$ cat config.mk
export PLATFORM = sky130hd
export DESIGN_NAME = fetch_unit_flat
export DESIGN_NICKNAME = d
export VERILOG_FILES = /design/src/rtl/riscv_pkg.sv /design/src/rtl/fetch_unit_if.sv /design/src/rtl/fetch_fifo.sv /design/src/rtl/fetch_unit.sv /design/src/flat_wrapper.sv
export SDC_FILE = /design/constraint.sdc
export NUM_CORES = 1
export LEC_CHECK = 0
export BUFFER_PORTS_ARGS = -buffer_cell sky130_fd_sc_hd__buf_2
export CORE_ASPECT_RATIO = 1.75
export CORE_MARGIN = 2
export CORE_UTILIZATION = 50
export CTS_BUF_LIST = sky130_fd_sc_hd__clkbuf_8 sky130_fd_sc_hd__clkbuf_16
export CTS_CLUSTER_DIAMETER = 120
export DETAILED_ROUTE_END_ITERATION = 6
export PLACE_DENSITY = 0.76
export SETUP_SLACK_MARGIN = 0.3
export SLEW_MARGIN = 20
export SYNTH_ARGS = -nofsm -noshare
export SYNTH_HDL_FRONTEND = slang
export SYNTH_SLANG_ARGS = --single-unit
$ cat constraint.sdc
create_clock -name clk -period 6.3 [get_ports clk]
set_input_delay 0.63 -clock clk [delete_from_list [all_inputs] [get_ports clk]]
set_output_delay 0.63 -clock clk [all_outputs]
set_load 0.05 [all_outputs]
$ cat src/rtl/riscv_pkg.sv
// Shared RV32 definitions for the fetch front end: instruction field positions,
// the NOP encoding, fetch FSM states and the buffered {pc, instr} entry.
package riscv_pkg;

   localparam int XLEN = 32;

   localparam logic [31:0] NOP_INSTR = 32'h0000_0013;

   localparam int OPC_LSB = 0;
   localparam int OPC_MSB = 6;
   localparam int F3_LSB  = 12;
   localparam int F3_MSB  = 14;
   localparam int F7_LSB  = 25;
   localparam int F7_MSB  = 31;

   typedef enum logic [1:0] {
      START,
      RUN,
      DRAIN
   } fetch_state_t;

   typedef struct packed {
      logic [XLEN-1:0] pc;
      logic [XLEN-1:0] instr;
   } fetch_entry_t;

endpackage

$ cat src/rtl/fetch_unit_if.sv
// Fetch-side bus: instruction memory request/response channels plus the
// decode handshake. The fetch unit is the master; memory/decode are the slave.
interface fetch_unit_if #(
   parameter int XLEN = 32
);
   logic            imem_req_valid;
   logic            imem_req_ready;
   logic [XLEN-1:0] imem_req_addr;
   logic            imem_rsp_valid;
   logic [XLEN-1:0] imem_rsp_data;

   logic            dec_valid;
   logic            dec_ready;
   logic [XLEN-1:0] dec_instr;
   logic [XLEN-1:0] dec_pc;
   logic [6:0]      dec_opcode;
   logic [2:0]      dec_func3;
   logic [6:0]      dec_func7;

   modport master (
      output imem_req_valid,
      output imem_req_addr,
      input  imem_req_ready,
      input  imem_rsp_valid,
      input  imem_rsp_data,
      output dec_valid,
      input  dec_ready,
      output dec_instr,
      output dec_pc,
      output dec_opcode,
      output dec_func3,
      output dec_func7
   );

   modport slave (
      input  imem_req_valid,
      input  imem_req_addr,
      output imem_req_ready,
      output imem_rsp_valid,
      output imem_rsp_data,
      input  dec_valid,
      output dec_ready,
      input  dec_instr,
      input  dec_pc,
      input  dec_opcode,
      input  dec_func3,
      input  dec_func7
   );

endinterface

$ cat src/rtl/fetch_fifo.sv
// Circular FIFO with flush and occupancy count. A push into a full FIFO is
// accepted only when a pop happens in the same cycle.
module fetch_fifo #(
   parameter int DEPTH = 2,
   parameter int WIDTH = 32
) (
   input  logic                   clk,
   input  logic                   rst,
   input  logic                   flush,
   input  logic                   push,
   input  logic                   pop,
   input  logic [WIDTH-1:0]       wdata,
   output logic [WIDTH-1:0]       rdata,
   output logic [$clog2(DEPTH):0] count
);

   localparam int AW = $clog2(DEPTH);
   localparam int CW = AW + 1;

   logic [WIDTH-1:0] mem [DEPTH];
   logic [AW-1:0]    wr_ptr;
   logic [AW-1:0]    rd_ptr;
   logic             empty;
   logic             full;
   logic             do_push;
   logic             do_pop;

   assign empty   = (count == '0);
   assign full    = (count == CW'(DEPTH));
   assign do_pop  = pop && !empty && !flush;
   assign do_push = push && !flush && (!full || do_pop);
   assign rdata   = mem[rd_ptr];

   always_ff @(posedge clk or posedge rst) begin
      if (rst) begin
         wr_ptr <= '0;
         rd_ptr <= '0;
         count  <= '0;
      end else if (flush) begin
         wr_ptr <= '0;
         rd_ptr <= '0;
         count  <= '0;
      end else begin
         if (do_push) wr_ptr <= wr_ptr + AW'(1);
         if (do_pop)  rd_ptr <= rd_ptr + AW'(1);
         case ({do_push, do_pop})
            2'b10:   count <= count + CW'(1);
            2'b01:   count <= count - CW'(1);
            default: count <= count;
         endcase
      end
   end

   // Storage is not reset: the pointers alone decide which entries are live.
   always_ff @(posedge clk) begin
      if (do_push) mem[wr_ptr] <= wdata;
   end

   assert property (@(posedge clk) disable iff (rst) !(push && !flush && full && !pop));

endmodule

$ cat src/rtl/fetch_unit.sv
// Instruction fetch front end: issues word fetches under a credit limit,
// buffers returned instructions for decode and squashes wrong-path fetches.
module fetch_unit
   import riscv_pkg::*;
#(
   parameter int              XLEN      = 32,
   parameter logic [XLEN-1:0] RESET_PC  = '0,
   parameter int              BUF_DEPTH = 2
) (
   input  logic            clk,
   input  logic            rst,
   fetch_unit_if.master    bus,
   input  logic            redirect_valid,
   input  logic [XLEN-1:0] redirect_pc
);

   localparam int CW = $clog2(BUF_DEPTH) + 1;

   fetch_state_t    state;
   fetch_state_t    state_next;
   logic [XLEN-1:0] fetch_pc;
   logic [XLEN-1:0] fetch_pc_next;
   logic [XLEN-1:0] redirect_target;
   logic [XLEN-1:0] rsp_pc;
   logic [CW-1:0]   inflight;
   logic [CW-1:0]   inflight_next;
   logic [CW-1:0]   drop_cnt;
   logic [CW-1:0]   drop_cnt_next;
   logic [CW-1:0]   owed;
   logic [CW-1:0]   buf_count;
   logic [CW-1:0]   pcq_count;
   logic            req_valid;
   logic            req_fire;
   logic            rsp_fire;
   logic            buf_push;
   logic            buf_pop;
   logic            buf_empty;
   fetch_entry_t    rsp_entry;
   fetch_entry_t    head;
   logic [XLEN-1:0] head_instr;
   logic [XLEN-1:0] head_pc;

   // Credit rule: outstanding plus buffered never exceeds the buffer depth,
   // so every response always has a slot waiting for it.
   assign req_valid       = (state == RUN) && ((int'(inflight) + int'(buf_count)) < BUF_DEPTH);
   assign req_fire        = req_valid && bus.imem_req_ready;
   assign rsp_fire        = bus.imem_rsp_valid;
   assign redirect_target = redirect_pc & ~XLEN'(3);
   assign owed            = inflight + CW'(req_fire) - CW'(rsp_fire);
   assign buf_empty       = (buf_count == '0);
   assign buf_push        = rsp_fire && (drop_cnt == '0) && !redirect_valid;
   assign buf_pop         = !buf_empty && bus.dec_ready;
   assign rsp_entry       = '{pc: rsp_pc, instr: bus.imem_rsp_data};

   fetch_fifo #(
      .DEPTH (BUF_DEPTH),
      .WIDTH (XLEN)
   ) u_pc_queue (
      .clk   (clk),
      .rst   (rst),
      .flush (1'b0),
      .push  (req_fire),
      .pop   (rsp_fire),
      .wdata (fetch_pc),
      .rdata (rsp_pc),
      .count (pcq_count)
   );

   fetch_fifo #(
      .DEPTH (BUF_DEPTH),
      .WIDTH ($bits(fetch_entry_t))
   ) u_instr_buf (
      .clk   (clk),
      .rst   (rst),
      .flush (redirect_valid),
      .push  (buf_push),
      .pop   (buf_pop),
      .wdata (rsp_entry),
      .rdata (head),
      .count (buf_count)
   );

   always_ff @(posedge clk or posedge rst) begin
      if (rst) begin
         state    <= START;
         fetch_pc <= RESET_PC;
         inflight <= '0;
         drop_cnt <= '0;
      end else begin
         state    <= state_next;
         fetch_pc <= fetch_pc_next;
         inflight <= inflight_next;
         drop_cnt <= drop_cnt_next;
      end
   end

   // A redirect turns every response still owed, including one accepted or
   // arriving in this very cycle, into a drop; the PC queue stays in step.
   always_comb begin
      state_next    = state;
      fetch_pc_next = fetch_pc;
      inflight_next = owed;
      drop_cnt_next = drop_cnt;
      if (redirect_valid) begin
         fetch_pc_next = redirect_target;
         drop_cnt_next = owed;
         state_next    = (owed != '0) ? DRAIN : RUN;
      end else begin
         if (req_fire) fetch_pc_next = fetch_pc + XLEN'(4);
         if (rsp_fire && (drop_cnt != '0)) drop_cnt_next = drop_cnt - CW'(1);
         case (state)
            START:   state_next = RUN;
            RUN:     state_next = RUN;
            DRAIN:   state_next = (drop_cnt_next == '0) ? RUN : DRAIN;
            default: state_next = START;
         endcase
      end
   end

   assign head_instr = buf_empty ? NOP_INSTR : head.instr;
   assign head_pc    = buf_empty ? RESET_PC  : head.pc;

   assign bus.imem_req_valid = req_valid;
   assign bus.imem_req_addr  = fetch_pc;
   assign bus.dec_valid      = !buf_empty;
   assign bus.dec_instr      = head_instr;
   assign bus.dec_pc         = head_pc;
   assign bus.dec_opcode     = head_instr[OPC_MSB:OPC_LSB];
   assign bus.dec_func3      = head_instr[F3_MSB:F3_LSB];
   assign bus.dec_func7      = head_instr[F7_MSB:F7_LSB];

   assert property (@(posedge clk) disable iff (rst) bus.imem_rsp_valid |-> (inflight != '0));
   assert property (@(posedge clk) disable iff (rst) inflight == pcq_count);

endmodule

$ cat src/flat_wrapper.sv
// flat-port wrapper written by rule: the top's interface ports become plain ports
module fetch_unit_flat import riscv_pkg::*;
#(
   parameter int              XLEN      = 32,
   parameter logic [XLEN-1:0] RESET_PC  = '0,
   parameter int              BUF_DEPTH = 2
)
  (clk, rst, redirect_valid, redirect_pc, bus_imem_req_valid, bus_imem_req_addr, bus_imem_req_ready, bus_imem_rsp_valid, bus_imem_rsp_data, bus_dec_valid, bus_dec_ready, bus_dec_instr, bus_dec_pc, bus_dec_opcode, bus_dec_func3, bus_dec_func7);
  fetch_unit_if #(.XLEN(XLEN)) bus_i ();
  input  logic clk;
  input  logic rst;
  input  logic redirect_valid;
  input  logic [XLEN-1:0] redirect_pc;
  output wire logic [$bits(bus_i.imem_req_valid)-1:0] bus_imem_req_valid;
  output wire logic [$bits(bus_i.imem_req_addr)-1:0] bus_imem_req_addr;
  input wire logic [$bits(bus_i.imem_req_ready)-1:0] bus_imem_req_ready;
  input wire logic [$bits(bus_i.imem_rsp_valid)-1:0] bus_imem_rsp_valid;
  input wire logic [$bits(bus_i.imem_rsp_data)-1:0] bus_imem_rsp_data;
  output wire logic [$bits(bus_i.dec_valid)-1:0] bus_dec_valid;
  input wire logic [$bits(bus_i.dec_ready)-1:0] bus_dec_ready;
  output wire logic [$bits(bus_i.dec_instr)-1:0] bus_dec_instr;
  output wire logic [$bits(bus_i.dec_pc)-1:0] bus_dec_pc;
  output wire logic [$bits(bus_i.dec_opcode)-1:0] bus_dec_opcode;
  output wire logic [$bits(bus_i.dec_func3)-1:0] bus_dec_func3;
  output wire logic [$bits(bus_i.dec_func7)-1:0] bus_dec_func7;
  assign bus_imem_req_valid = bus_i.imem_req_valid;
  assign bus_imem_req_addr = bus_i.imem_req_addr;
  assign bus_i.imem_req_ready = bus_imem_req_ready;
  assign bus_i.imem_rsp_valid = bus_imem_rsp_valid;
  assign bus_i.imem_rsp_data = bus_imem_rsp_data;
  assign bus_dec_valid = bus_i.dec_valid;
  assign bus_i.dec_ready = bus_dec_ready;
  assign bus_dec_instr = bus_i.dec_instr;
  assign bus_dec_pc = bus_i.dec_pc;
  assign bus_dec_opcode = bus_i.dec_opcode;
  assign bus_dec_func3 = bus_i.dec_func3;
  assign bus_dec_func7 = bus_i.dec_func7;
  fetch_unit #(.XLEN(XLEN), .RESET_PC(RESET_PC), .BUF_DEPTH(BUF_DEPTH)) u_core (.clk(clk), .rst(rst), .bus(bus_i), .redirect_valid(redirect_valid), .redirect_pc(redirect_pc));
endmodule
Yosys cells after proc, flatten, opt, wreduce, memory -nomap -nowiden
Memories as Yosys holds them, arrays and structs flattened. Cells that the tools add are included.

Add/subtract/negate cells: 13. Multipliers: 0. Divide/modulo/power cells: 0. Magnitude comparators: 1. Equal/unequal tests: 8. Shifts and indexed selects: 0. Mux-type cells: 22. Bitwise logic cells: 0. Reduce and logical (&&, ||, !) cells: 32.

Operator list (number): $mux W32 (4); $add A32 B3 Y32 const B (1); $lt A32 B3 Y1 const B (1); $mux W2 (7); $logic_and A1 B1 Y1 (12); $pmux W2 S2 (3); $reduce_bool A2 Y1 (6); $eq A2 B2 Y1 const B (5); $logic_not A2 Y1 (5); $mux W1 (8); $eq A2 B1 Y1 const B (3); $sub A2 B1 Y2 const B (3); $logic_not A1 Y1 (5); $add A1 B1 Y1 const B (4); $add A2 B1 Y2 const B (2); $add A2 B2 Y3 (1); $reduce_bool A3 Y1 (1); $add A2 B1 Y2 (1); $logic_or A1 B1 Y1 (2); $reduce_or A2 Y1 (1); $sub A2 B1 Y2 (1).

Register bits: 46. Bits in latches: 0. Bits in writable memories: 192. Memory bits (read-only): 0. Input bits: 70. Memories kept: 2.

Memory list: u_core.u_instr_buf.mem (depth 2, bits a word 64, read ports 1, clocked after memory_dff 0, write ports 1, RTL line fetch_fifo.sv:20) `logic [WIDTH-1:0] mem [DEPTH];`; u_core.u_pc_queue.mem (depth 2, bits a word 32, read ports 1, clocked after memory_dff 0, write ports 1, RTL line fetch_fifo.sv:20).

Logic depth before layout (Yosys ltp)
Gate-level depths: netlist (run 1).

Word-level depth: 10. Gate-level depth with buffers: 13. Gate-level depth less buffers: 11.

Modules after synthesis
Synthesis (run 1) repeated with hierarchy kept, for this count alone.

Cells, all modules: 670. Area, all modules: 10048.4 sq um.

Modules (own cells, without submodules): fetch_fifo at u_core.u_instr_buf (instances 1, cells an instance 225, area each 4862.2 sq um, seq. area each 3943.8 sq um); fetch_unit (instances 1, cells an instance 319, area each 2633.8 sq um, seq. area each 900.9 sq um); fetch_fifo at u_core.u_pc_queue (instances 1, cells an instance 126, area each 2552.4 sq um, seq. area each 2021.9 sq um).

Worst setup path before layout (run 1)
Ideal clock, no wire load.

Path kind: input to register. Start: in redirect_valid. End: mem u_core.u_instr_buf.mem[1][0] (netlist name) (enable). Data arrival time: 5780 ps. Required time: 5729 ps. Setup slack: -51 ps. Cell stages on the path: 4. Buffers on the path: 3. Cells stage by stage: clkbuf_1 clkbuf_1 clkbuf_1 nor3b_1.

Longest elaborated chain between the ends: 6. Elaborated cells on any way between the ends: 8.

Ends and longest elaborated chain: start, declared (RTL line flat_wrapper.sv:12) `input logic redirect_valid;`; $logic_not A1 Y1 (*) (RTL line fetch_fifo.sv:30, fetch_fifo.sv:31, fetch_unit.sv:51); $logic_and A1 B1 Y1 (on tied branches) (RTL line fetch_unit.sv:51, fetch_fifo.sv:30); $logic_and A1 B1 Y1 or $logic_or A1 B1 Y1 (tied branches) (RTL line fetch_fifo.sv:31) `assign do_push = push && !flush && (!full || do_pop);`; $logic_and A1 B1 Y1 (*) (RTL line fetch_fifo.sv:31); $mux W1 (*) (RTL line fetch_fifo.sv:56) `if (do_push) mem[wr_ptr] <= wdata;`; $mux W1 (implied by the code) (*) (RTL line fetch_fifo.sv:56); end, declared (RTL line fetch_fifo.sv:20).

Mark *: on every way between the ends. The rest lies on a longest branch, timed or not.

Final worst setup path (run 1)
Start: reg u_core.u_instr_buf.count[0]. End: mem u_core.u_pc_queue.mem[2][16], in the netlist u_core.u_pc_queue.mem[1][16] (enable).

Longest elaborated chain between the ends: 7.

Ends and longest elaborated chain: start, declared (RTL line fetch_fifo.sv:14) `output logic [$clog2(DEPTH):0] count`; start signal, assigned (RTL line fetch_fifo.sv:47) `2'b10: count <= count + CW'(1);`; start signal, assigned (RTL line fetch_fifo.sv:48) `2'b01: count <= count - CW'(1);`; start signal, assigned (RTL line fetch_fifo.sv:49) `default: count <= count;`; $add A2 B2 Y3 (RTL line fetch_unit.sv:45) `assign req_valid = (state == RUN) && ((int'(inflight) + int'(buf_count)) < BUF_DEPTH);`; $lt A32 B3 Y1 (RTL line fetch_unit.sv:45); $logic_and A1 B1 Y1 (RTL line fetch_unit.sv:45); $logic_and A1 B1 Y1 (RTL line fetch_unit.sv:46) `assign req_fire = req_valid && bus.imem_req_ready;`; $logic_and A1 B1 Y1 (RTL line fetch_fifo.sv:31); $mux W1 (RTL line fetch_fifo.sv:56); $mux W1 (implied by the code) (RTL line fetch_fifo.sv:56); end, declared (RTL line fetch_fifo.sv:20).

No other way between the ends.

==> impl_metrics.toml, run 1 <==
[outcome]
status = "completed"

[floorplan]
die_w_um = 109
rows = 67
initial_core_utilization_pct = 50.6
core_area_sq_um = 18900
fp.dieArea_sq_um = 20400
die_height_um = 187
ios = 185

[layout]
antenna-diode-count = 0
drive_above_1_share_pct = 29.8
nFillCells = 1544
flow.area_growth_from_synthesis_pct = 17.1
nets = 917

[detailed_routing]
detailedRoute.firstPassIterationCount = 4
routedWlPerCell_um = 16.7
drt_first_iter_violations = 249
wl_um = 18300
route.antenna.remaining_nets = 0
route.vias.total = 5878
post-route-drc-count = 0
vias_per_cell = 5.36

[synthesis]
syn-mean-instance-area_sq_um = 14.1
yosys_top_cell_area_share_pct = 57.6
ys_seq_area_share_pct = 69.1
synth_edf_count = 184
ys_warn_count = 0
post_synth_most_frequent_cells = "sky130_fd_sc_hd__edfxtp_1, sky130_fd_sc_hd__nor2_1, sky130_fd_sc_hd__mux2i_1"
netlist_instances = 682
asyncSetResetFlopFracSynth_pct = 19.3
synth_flop_cell = "sky130_fd_sc_hd__edfxtp_1"
post_synthesis_instance_area_sq_um = 9590
synthTopCellsByArea = "sky130_fd_sc_hd__edfxtp_1, sky130_fd_sc_hd__dfrtp_1, sky130_fd_sc_hd__mux2i_1"
post-synth-top-count-cell = "sky130_fd_sc_hd__edfxtp_1"
synth_top_cell_by_area = "sky130_fd_sc_hd__edfxtp_1"
postSynthRegisterBits = 228
count_of_distinct_cell_types_in_the_synthesized_netlist = 50

[clock_network]
count_of_h_tree_levels_built_during_cts = 1
cts_hold_buf = 0
cts.sinks = 228
tritoncts = "done"
cell_chosen_for_the_clock_root = "sky130_fd_sc_hd__clkbuf_16"
clk_pin_slew_ns = 0.06
post-cts-setup-buffers = 0
clkLatencyLatePin_ns = 0.48
cts_resized = 0
clock_path_buffers = 3
numCtsBuffers = 21

[global_route]
grt_pass1_vias = 5838
pin_count_of_the_biggest_net_entering_global_routing = 63
first_pass_grt_wire_length_um = 29200
grt_overflow_total = 0
antenna_found_initial = 0
groute.usage.overall_pct = 18.2

[placement]
place.detailed.hpwl_um = 12700
place.gp.congestion = 0.808
number_of_port_buffers = 178

[sta]
achievable-frequency_ghz = 0.272
final.setup_skew_ns = 0.00999
timing_worst_slew_pin_value_ns = 0.839
final-max-slew-violation-count = 0
timing.slew.headroom_pct = 44.1
final.hold.worst_slack_ns = 0.282
period_share_pct = 58.4
setup_tns_ns = 0
finalSetupViolCount = 0
final_hold_viol_count = 0
rsz_0062_raised_after_global_routing = "false"
timing.final.crit_period_ns = 3.68

[flow_run]
drv.max_cap_violation_count = 0

[worst_setup_path]
critPathArrivalTime_ns = 3.83
crit_path_max_fanout = 24
cp.required_ns = 6.45
setup.worst_path.start_class = "register"
kind_of_end_point_of_the_critical_path = "register"
criticalPathCategory = "register to register"

[worst_hold_path]
min-delay-path-class = "input port to async pin"

[pwr]
worst_ir_drop_vdd_uv = 205
total_leakage_power_nw = 4.23
power.density_nw_per_um2 = 366
## logic make-up after synthesis
group           Yosys count  share of synthesized area (%)
compound gates           62                           4.29
xor+xnor                 14                           1.28
fa+ha+maj                 5                          0.730
buf+inv                  73                           3.82
flops                   228                           69.1
mux                      96                           10.4
other cells               1                         0.0391
simple gates            203                           10.3
## final cells by class
type	count	area, sq um	area share, %
well taps	241	302	2.68
repair buffers	187	958	8.53
flip-flops and latches	228	6630	59.0
inverters	20	75.1	0.668
multi-input cells	384	2650	23.6
clock buffers	21	526	4.68
clock inverters	16	96.3	0.858
## layer usage
metal / GRT usage, % / part of all wire (%)
met3: 3.03 / 6.3
met1: 21.1 / 37
met2: 33.5 / 54
met4: 6.11 / 2.8
met5: 0 / 0
## worst max-delay path, cell delays in order (launching register included)
cell,delay [ns]
sky130_fd_sc_hd__dfrtp_1,0.45
sky130_fd_sc_hd__and2_1,0.21
sky130_fd_sc_hd__fa_1,0.48
sky130_fd_sc_hd__or4b_1,0.65
sky130_fd_sc_hd__inv_1,0.31
sky130_fd_sc_hd__nand2_1,0.12
sky130_fd_sc_hd__clkinv_1,0.15
sky130_fd_sc_hd__o21ai_0,0.22
sky130_fd_sc_hd__nor2_2,0.36
sky130_fd_sc_hd__buf_4,0.38
## report_power, final
part | total (mW) | switching [mW] | internal (mW)
combinational | 1.01 | 0.699 | 0.308
sequential | 1.96 | 0.109 | 1.85
clock | 1.14 | 0.497 | 0.645
total | 4.11 | 1.30 | 2.80
## registers in the layout, summed over array words and instances, names as in the netlist
signal,flops
u_core.u_instr_buf.mem,124
u_core.u_pc_queue.mem,60
u_core.bus.imem_req_addr,30
u_core.drop_cnt,2
u_core.inflight,2
u_core.state,2
u_core.u_instr_buf.count,2
u_core.u_pc_queue.count,2
u_core.u_instr_buf.rd_ptr,1
u_core.u_instr_buf.wr_ptr,1
u_core.u_pc_queue.rd_ptr,1
u_core.u_pc_queue.wr_ptr,1
## stage by stage
stage | cells | setup slack [ns] | instance area [sq um] | power, mW | utilization, %
detailed placement | 1060 | 2.60 | 10600 | 3.01 | 56.0
finish | 1097 | 2.62 | 11200 | 4.11 | 59.3
CTS | 1097 | 2.59 | 11200 | 4.15 | 59.3
global placement | 1060 | 2.71 | 10600 | 2.98 | 56.0
floorplan | 685 | 2.16 | 9610 | 2.77 | -
global route | 1097 | 2.36 | 11200 | 4.31 | 59.3
## cell usage in the layout (no fill, tap or decap), types with 6 or more instances in the layout
master / n
sky130_fd_sc_hd__o31ai_1: 9
sky130_fd_sc_hd__mux2i_1: 65
sky130_fd_sc_hd__buf_2: 178
sky130_fd_sc_hd__o21ai_0: 20
sky130_fd_sc_hd__clkbuf_16: 21
sky130_fd_sc_hd__inv_1: 24
sky130_fd_sc_hd__nand3_1: 20
sky130_fd_sc_hd__or4_1: 18
sky130_fd_sc_hd__nand4_1: 13
sky130_fd_sc_hd__edfxtp_1: 184
sky130_fd_sc_hd__nand2_1: 36
sky130_fd_sc_hd__buf_4: 9
sky130_fd_sc_hd__mux2_2: 31
sky130_fd_sc_hd__nor2_1: 81
sky130_fd_sc_hd__xnor2_1: 10
sky130_fd_sc_hd__a31oi_1: 9
sky130_fd_sc_hd__nor2b_1: 7
sky130_fd_sc_hd__dfrtp_1: 43
sky130_fd_sc_hd__o211ai_1: 6
## worst paths after layout
path	startpoint	to	slack, ns	depth (start not counted)
setup / recovery	u_core.u_instr_buf.count[0]$_DFFE_PP0P_	u_core.u_pc_queue.mem[1][16]$_DFFE_PP_	2.62	9
hold / removal	rst	u_core.bus.imem_req_addr[12]$_DFFE_PP0P_	0.28	3
hold reg to reg	u_core.state[0]$_DFF_PP0_	u_core.state[1]$_DFF_PP0_	0.48	1
setup reg to reg	u_core.u_instr_buf.count[0]$_DFFE_PP0P_	u_core.u_pc_queue.mem[1][16]$_DFFE_PP_	2.62	9
min in group clk	bus_imem_rsp_data[14]	u_core.u_instr_buf.mem[1][14]$_DFFE_PP_	0.34	1
max in group asynchronous	rst	u_core.u_instr_buf.rd_ptr$_DFFE_PP0P_	5.55	3
(Power assumes the default switching activity.)
==> run 2, diff against run 1 <==
Clock period 6.3 ns to 3.2 ns, I/O delays scaled along.
==> run 2 against run 1 <==
- sequential power grew 96%
- largest cell class unchanged
- cell area grew 3.3%
- die area is the same
- critical path depth shrank 1
==> impl_metrics.toml, run 2 (same netlist as run 1, synthesis figures left out) <==
[sta]
period_share_pct = 88.0
final.setup_skew_ns = 0.0135
finalSetupViolCount = 0
timing.final.crit_period_ns = 2.82
rsz_0062_raised_after_global_routing = "false"
timing.slew.headroom_pct = 57.3
final.hold.worst_slack_ns = 0.0208
final_hold_viol_count = 0
setup_tns_ns = 0
achievable-frequency_ghz = 0.355
timing_worst_slew_pin_value_ns = 0.641
final-max-slew-violation-count = 0

[pwr]
power.internal_mw = 6.02
power.density_nw_per_um2 = 745
power.clock.fraction_pct = 30.8
total_switching_power_mw = 2.63
netSwitchingFraction_pct = 30.5
pwr-share-comb_pct = 24.7
total_leakage_power_nw = 4.37
power_frac_seq_pct = 44.5
worst_ir_drop_vdd_uv = 491

[layout]
nets = 929
antenna-diode-count = 0
nFillCells = 1542
drive_above_1_share_pct = 32.4
final_common_cell = "sky130_fd_sc_hd__edfxtp_1"
max_flop_register = "u_core.u_instr_buf.mem"
flow.area_growth_from_synthesis_pct = 21.0
layout_common_cells = "sky130_fd_sc_hd__edfxtp_1, sky130_fd_sc_hd__buf_2, sky130_fd_sc_hd__nor2_1, sky130_fd_sc_hd__mux2i_1, sky130_fd_sc_hd__dfrtp_1"
final_core_util_pct = 61.2
layout.cell_area.non_filler_sq_um = 11600
largest_register_ff_count = 124
final_cells = 1109

[global_route]
grt_overflow_total = 0
pin_count_of_the_biggest_net_entering_global_routing = 63
use_met2_pct = 34.4
groute.usage.overall_pct = 18.1
grt.met1_usage_pct = 20.2
use_met3_pct = 2.13
globalRoute.busiestLayer = "met2"
grt_pass1_vias = 5929
first_pass_grt_wire_length_um = 29200
antenna_found_initial = 0

[floorplan]
initial_core_utilization_pct = 50.6
rows = 67
ios = 185
die_w_um = 109
die_height_um = 187
fp.dieArea_sq_um = 20400
core_area_sq_um = 18900

[clock_network]
tritoncts = "done"
clock_path_buffers = 3
clk_pin_slew_ns = 0.06
numCtsBuffers = 20
count_of_h_tree_levels_built_during_cts = 1
cell_chosen_for_the_clock_root = "sky130_fd_sc_hd__clkbuf_16"
clkLatencyLatePin_ns = 0.49
cts.sinks = 228

[detailed_routing]
vias_per_cell = 5.42
post-route-drc-count = 0
route.antenna.remaining_nets = 0
drt_first_iter_violations = 229
wl_um = 18600
routedWlPerCell_um = 16.7
route.vias.total = 6009
detailedRoute.firstPassIterationCount = 4

[placement]
dpl.cell_count = 1062
place.gp.congestion = 0.778
post_dp_area_sq_um = 10700
number_of_port_buffers = 178
place.detailed.hpwl_um = 12600

[worst_setup_path]
cp.required_ns = 3.62
ff2ff_setup_slack_ns = 0.38
setup.worst_path.start_class = "register"
criticalPathCategory = "register to register"
crit_path_max_fanout = 8
critPathArrivalTime_ns = 3.24
kind_of_end_point_of_the_critical_path = "register"

[worst_hold_path]
min-delay-path-class = "input port to register"

[flow_run]
drv.max_cap_violation_count = 0

[outcome]
status = "completed"
run 2: area by class of cell:
| class | count | area (sq um) | area share [%] |
|---|---|---|---|
| Sequential cell | 228 | 6630 | 57.1 |
| Timing Repair Buffer | 199 | 1120 | 9.62 |
| Multi-Input combinational cell | 385 | 2720 | 23.4 |
| Clock buffer | 21 | 526 | 4.53 |
| Inverter | 20 | 90.1 | 0.776 |
| Clock inverter | 15 | 224 | 1.93 |
| Tap cell | 241 | 302 | 2.60 |
run 2: routing by layer:
metal	share of wire [%]	vias to the layer above
met5	0	-
li1	-	2859
met4	3.0	0
met3	4.9	36
met2	55	191
met1	37	2923
run 2: path summary, 6_finish.rpt:
check	startpoint	endpoint	cells past startpoint
max in group asynchronous	rst	u_core.u_instr_buf.rd_ptr$_DFFE_PP0P_	4
min in group asynchronous	rst	u_core.bus.imem_req_addr[17]$_DFFE_PP0P_	4
max	u_core.u_instr_buf.count[0]$_DFFE_PP0P_	u_core.bus.imem_req_addr[30]$_DFFE_PP0P_	8
min reg2reg	u_core.u_pc_queue.rd_ptr$_DFFE_PP0P_	u_core.u_pc_queue.rd_ptr$_DFFE_PP0P_	1
min	bus_imem_rsp_data[31]	u_core.u_instr_buf.mem[0][31]$_DFFE_PP_	1
max reg2reg	u_core.u_instr_buf.count[0]$_DFFE_PP0P_	u_core.bus.imem_req_addr[30]$_DFFE_PP0P_	8
run 2: timing repair:
action,CTS,global route
hold buffers,2,0
hold endpoints to repair,44,0
gates cloned,0,1
pin swaps,0,3
setup buffers,0,8
endpoints found under the setup margin,56,55
gates resized for setup,1,7
run 2: critical path, cell delays in order, from the launching register on:
cell	delay, ns
sky130_fd_sc_hd__dfrtp_2	0.43
sky130_fd_sc_hd__and2_4	0.14
sky130_fd_sc_hd__fa_1	0.43
sky130_fd_sc_hd__or4b_4	0.62
sky130_fd_sc_hd__inv_8	0.12
sky130_fd_sc_hd__buf_4	0.12
sky130_fd_sc_hd__nand4_1	0.14
sky130_fd_sc_hd__or4b_2	0.64
sky130_fd_sc_hd__nand3_1	0.10
run 2: power by group through the flow:
stage / Sequential (mW) / Combinational, mW / Clock (mW)
CTS: 3.85 / 2.08 / 2.73
floorplan: 3.98 / 1.55 / 0
finish: 3.85 / 2.13 / 2.66
global route: 3.89 / 2.30 / 2.82
detailed placement: 3.91 / 2.06 / 0
global placement: 3.90 / 2.03 / 0
run 2: through the flow:
| step | power [mW] | setup WS [ns] |
|---|---|---|
| 6_report | 8.65 | 0.384 |
| 3_3_place_gp | 5.92 | 0.341 |
| 4_1_cts | 8.66 | 0.316 |
| 5_1_grt | 9.01 | 0.293 |
| 3_5_place_dp | 5.97 | 0.224 |
| 2_1_floorplan | 5.52 | 0.214 |
==> run 3, diff against run 2 <==
Settings changed: CTS_BUF_LIST sky130_fd_sc_hd__clkbuf_8 sky130_fd_sc_hd__clkbuf_16 to unset.
==> run 3 against run 2 <==
- utilization did not move
- via count fell by 0.13%
- total power barely moved
- global-route usage did not move
- critical path type unchanged
- critical endpoint unchanged
- largest cell class unchanged
- largest power group unchanged
==> impl_metrics.toml, run 3 (same netlist as run 1, synthesis figures left out) <==
[pwr]
total_switching_power_mw = 2.63
worst_ir_drop_vdd_uv = 491
power.clock.fraction_pct = 30.9
pwr-share-comb_pct = 24.6
report.power.total_mw = 8.66
total_leakage_power_nw = 4.36
power_frac_seq_pct = 44.5
netSwitchingFraction_pct = 30.4
power.internal_mw = 6.03
power.density_nw_per_um2 = 746

[sta]
final-max-slew-violation-count = 0
finalSetupViolCount = 0
timing_worst_slew_pin_value_ns = 0.652
timing.final.crit_period_ns = 2.82
setup_tns_ns = 0
achievable-frequency_ghz = 0.355
rsz_0062_raised_after_global_routing = "false"
final_hold_viol_count = 0
final.setup_skew_ns = 0.0125
period_share_pct = 88.0
timing.slew.headroom_pct = 56.6

[global_route]
grt_overflow_total = 0
groute.usage.overall_pct = 18.1
use_met2_pct = 34.4
grt_pass1_vias = 5929
globalRoute.busiestLayer = "met2"
use_met3_pct = 2.13
grt.met1_usage_pct = 20.2
pin_count_of_the_biggest_net_entering_global_routing = 63
antenna_found_initial = 0
first_pass_grt_wire_length_um = 29200

[worst_hold_path]
min-delay-path-class = "input port to register"
worst_hold_startpoint = "bus_imem_rsp_data[31]"

[detailed_routing]
post-route-drc-count = 0
route.antenna.remaining_nets = 0
vias_per_cell = 5.41
route.vias.total = 6001
routedWlPerCell_um = 16.7
detailedRoute.firstPassIterationCount = 4
wl_um = 18500
drt_first_iter_violations = 213

[clock_network]
count_of_h_tree_levels_built_during_cts = 1
numCtsBuffers = 20
clkLatencyLatePin_ns = 0.49
cts.sinks = 228
cell_chosen_for_the_clock_root = "sky130_fd_sc_hd__clkbuf_16"
tritoncts = "done"
clk_pin_slew_ns = 0.06
clock_path_buffers = 3

[layout]
layout_common_cells = "sky130_fd_sc_hd__edfxtp_1, sky130_fd_sc_hd__buf_2, sky130_fd_sc_hd__nor2_1, sky130_fd_sc_hd__mux2i_1, sky130_fd_sc_hd__dfrtp_1"
largest_register_ff_count = 124
drive_above_1_share_pct = 32.4
area_taken_by_multi_input_logic_gates_sq_um = 2720
max_flop_register = "u_core.u_instr_buf.mem"
antenna-diode-count = 0
register_cell_area_after_layout_sq_um = 6630
final_common_cell = "sky130_fd_sc_hd__edfxtp_1"
flow.area_growth_from_synthesis_pct = 21.0
nFillCells = 1542
nets = 929

[placement]
number_of_port_buffers = 178
place.detailed.hpwl_um = 12600
place.gp.congestion = 0.778

[worst_setup_path]
criticalPathCategory = "register to register"
crit-reg2reg-launch = "u_core.u_instr_buf.count[0]$_DFFE_PP0P_"
cp.required_ns = 3.62
critPathLaunch = "u_core.u_instr_buf.count[0]$_DFFE_PP0P_"
critPathArrivalTime_ns = 3.24
crit_path_max_fanout = 8
setup.worst_path.start_class = "register"
kind_of_end_point_of_the_critical_path = "register"

[floorplan]
fp.dieArea_sq_um = 20400
ios = 185
core_area_sq_um = 18900
initial_core_utilization_pct = 50.6
die_height_um = 187
rows = 67
die_w_um = 109

[outcome]
status = "completed"

[flow_run]
drv.max_cap_violation_count = 0
## run 3: cell count changes in the layout (fill, tap and decap cells not counted)
| cell | delta |
|---|---|
| sky130_fd_sc_hd__inv_1 | -4 |
| sky130_fd_sc_hd__clkbuf_1 | +4 |
## run 3: final cells by class
cell class / instances / share of cell area [%]
Sequential cell: 228 / 57.1
Multi-Input combinational cell: 385 / 23.4
Clock inverter: 11 / 1.80
Clock buffer: 25 / 4.66
Timing Repair Buffer: 199 / 9.62
Inverter: 20 / 0.776
Tap cell: 241 / 2.60
## run 3: metal layers
metal,part of all wire [%],routed length (um)
met1,36,6740
met2,56,10300
met3,5.0,921
met4,3.1,578
met5,0,0
## run 3: power by group through the flow
stage / Sequential (mW) / Clock [mW] / Combinational [mW]
floorplan: 3.98 / 0 / 1.55
global route: 3.89 / 2.83 / 2.30
global placement: 3.90 / 0 / 2.03
CTS: 3.85 / 2.74 / 2.08
detailed placement: 3.91 / 0 / 2.06
finish: 3.85 / 2.68 / 2.13
## run 3: what timing repair did
action,CTS,global route
gates resized for setup,1,7
endpoints found under the setup margin,56,55
gates cloned,0,1
buffers inserted,0,8
hold buffers,2,0
endpoints found under the hold margin,44,0
pin swaps,0,3
## run 3: critical path, cell delays in order, from the launching register on
cell                      delay, ns
sky130_fd_sc_hd__dfrtp_2       0.43
sky130_fd_sc_hd__and2_4        0.14
sky130_fd_sc_hd__fa_1          0.43
sky130_fd_sc_hd__or4b_4        0.62
sky130_fd_sc_hd__inv_8         0.12
sky130_fd_sc_hd__buf_4         0.12
sky130_fd_sc_hd__nand4_1       0.14
sky130_fd_sc_hd__or4b_2        0.64
sky130_fd_sc_hd__nand3_1       0.10
## run 3: final timing paths
check	end	slack (ns)	depth (start not counted)
max in group asynchronous	u_core.u_instr_buf.rd_ptr$_DFFE_PP0P_	2.22	4
min in group asynchronous	u_core.bus.imem_req_addr[20]$_DFFE_PP0P_	0.51	4
setup / recovery	u_core.bus.imem_req_addr[30]$_DFFE_PP0P_	0.38	8
hold reg to reg	u_core.u_pc_queue.rd_ptr$_DFFE_PP0P_	0.47	1
hold / removal	u_core.u_instr_buf.mem[0][31]$_DFFE_PP_	0.02	1
setup reg to reg	u_core.bus.imem_req_addr[30]$_DFFE_PP0P_	0.38	8
## run 3: stage by stage
stage | instances | setup slack [ns] | instance area, sq um | hold WS [ns] | util (%)
4_1_cts | 1100 | 0.316 | 11500 | 0.00150 | 60.8
6_report | 1109 | 0.384 | 11600 | 0.0211 | 61.2
2_1_floorplan | 685 | 0.214 | 9700 | 0.419 | -
5_1_grt | 1109 | 0.292 | 11600 | 0.00707 | 61.2
3_3_place_gp | 1062 | 0.341 | 10700 | 0.464 | 56.7
3_5_place_dp | 1062 | 0.224 | 10700 | 0.469 | 56.7
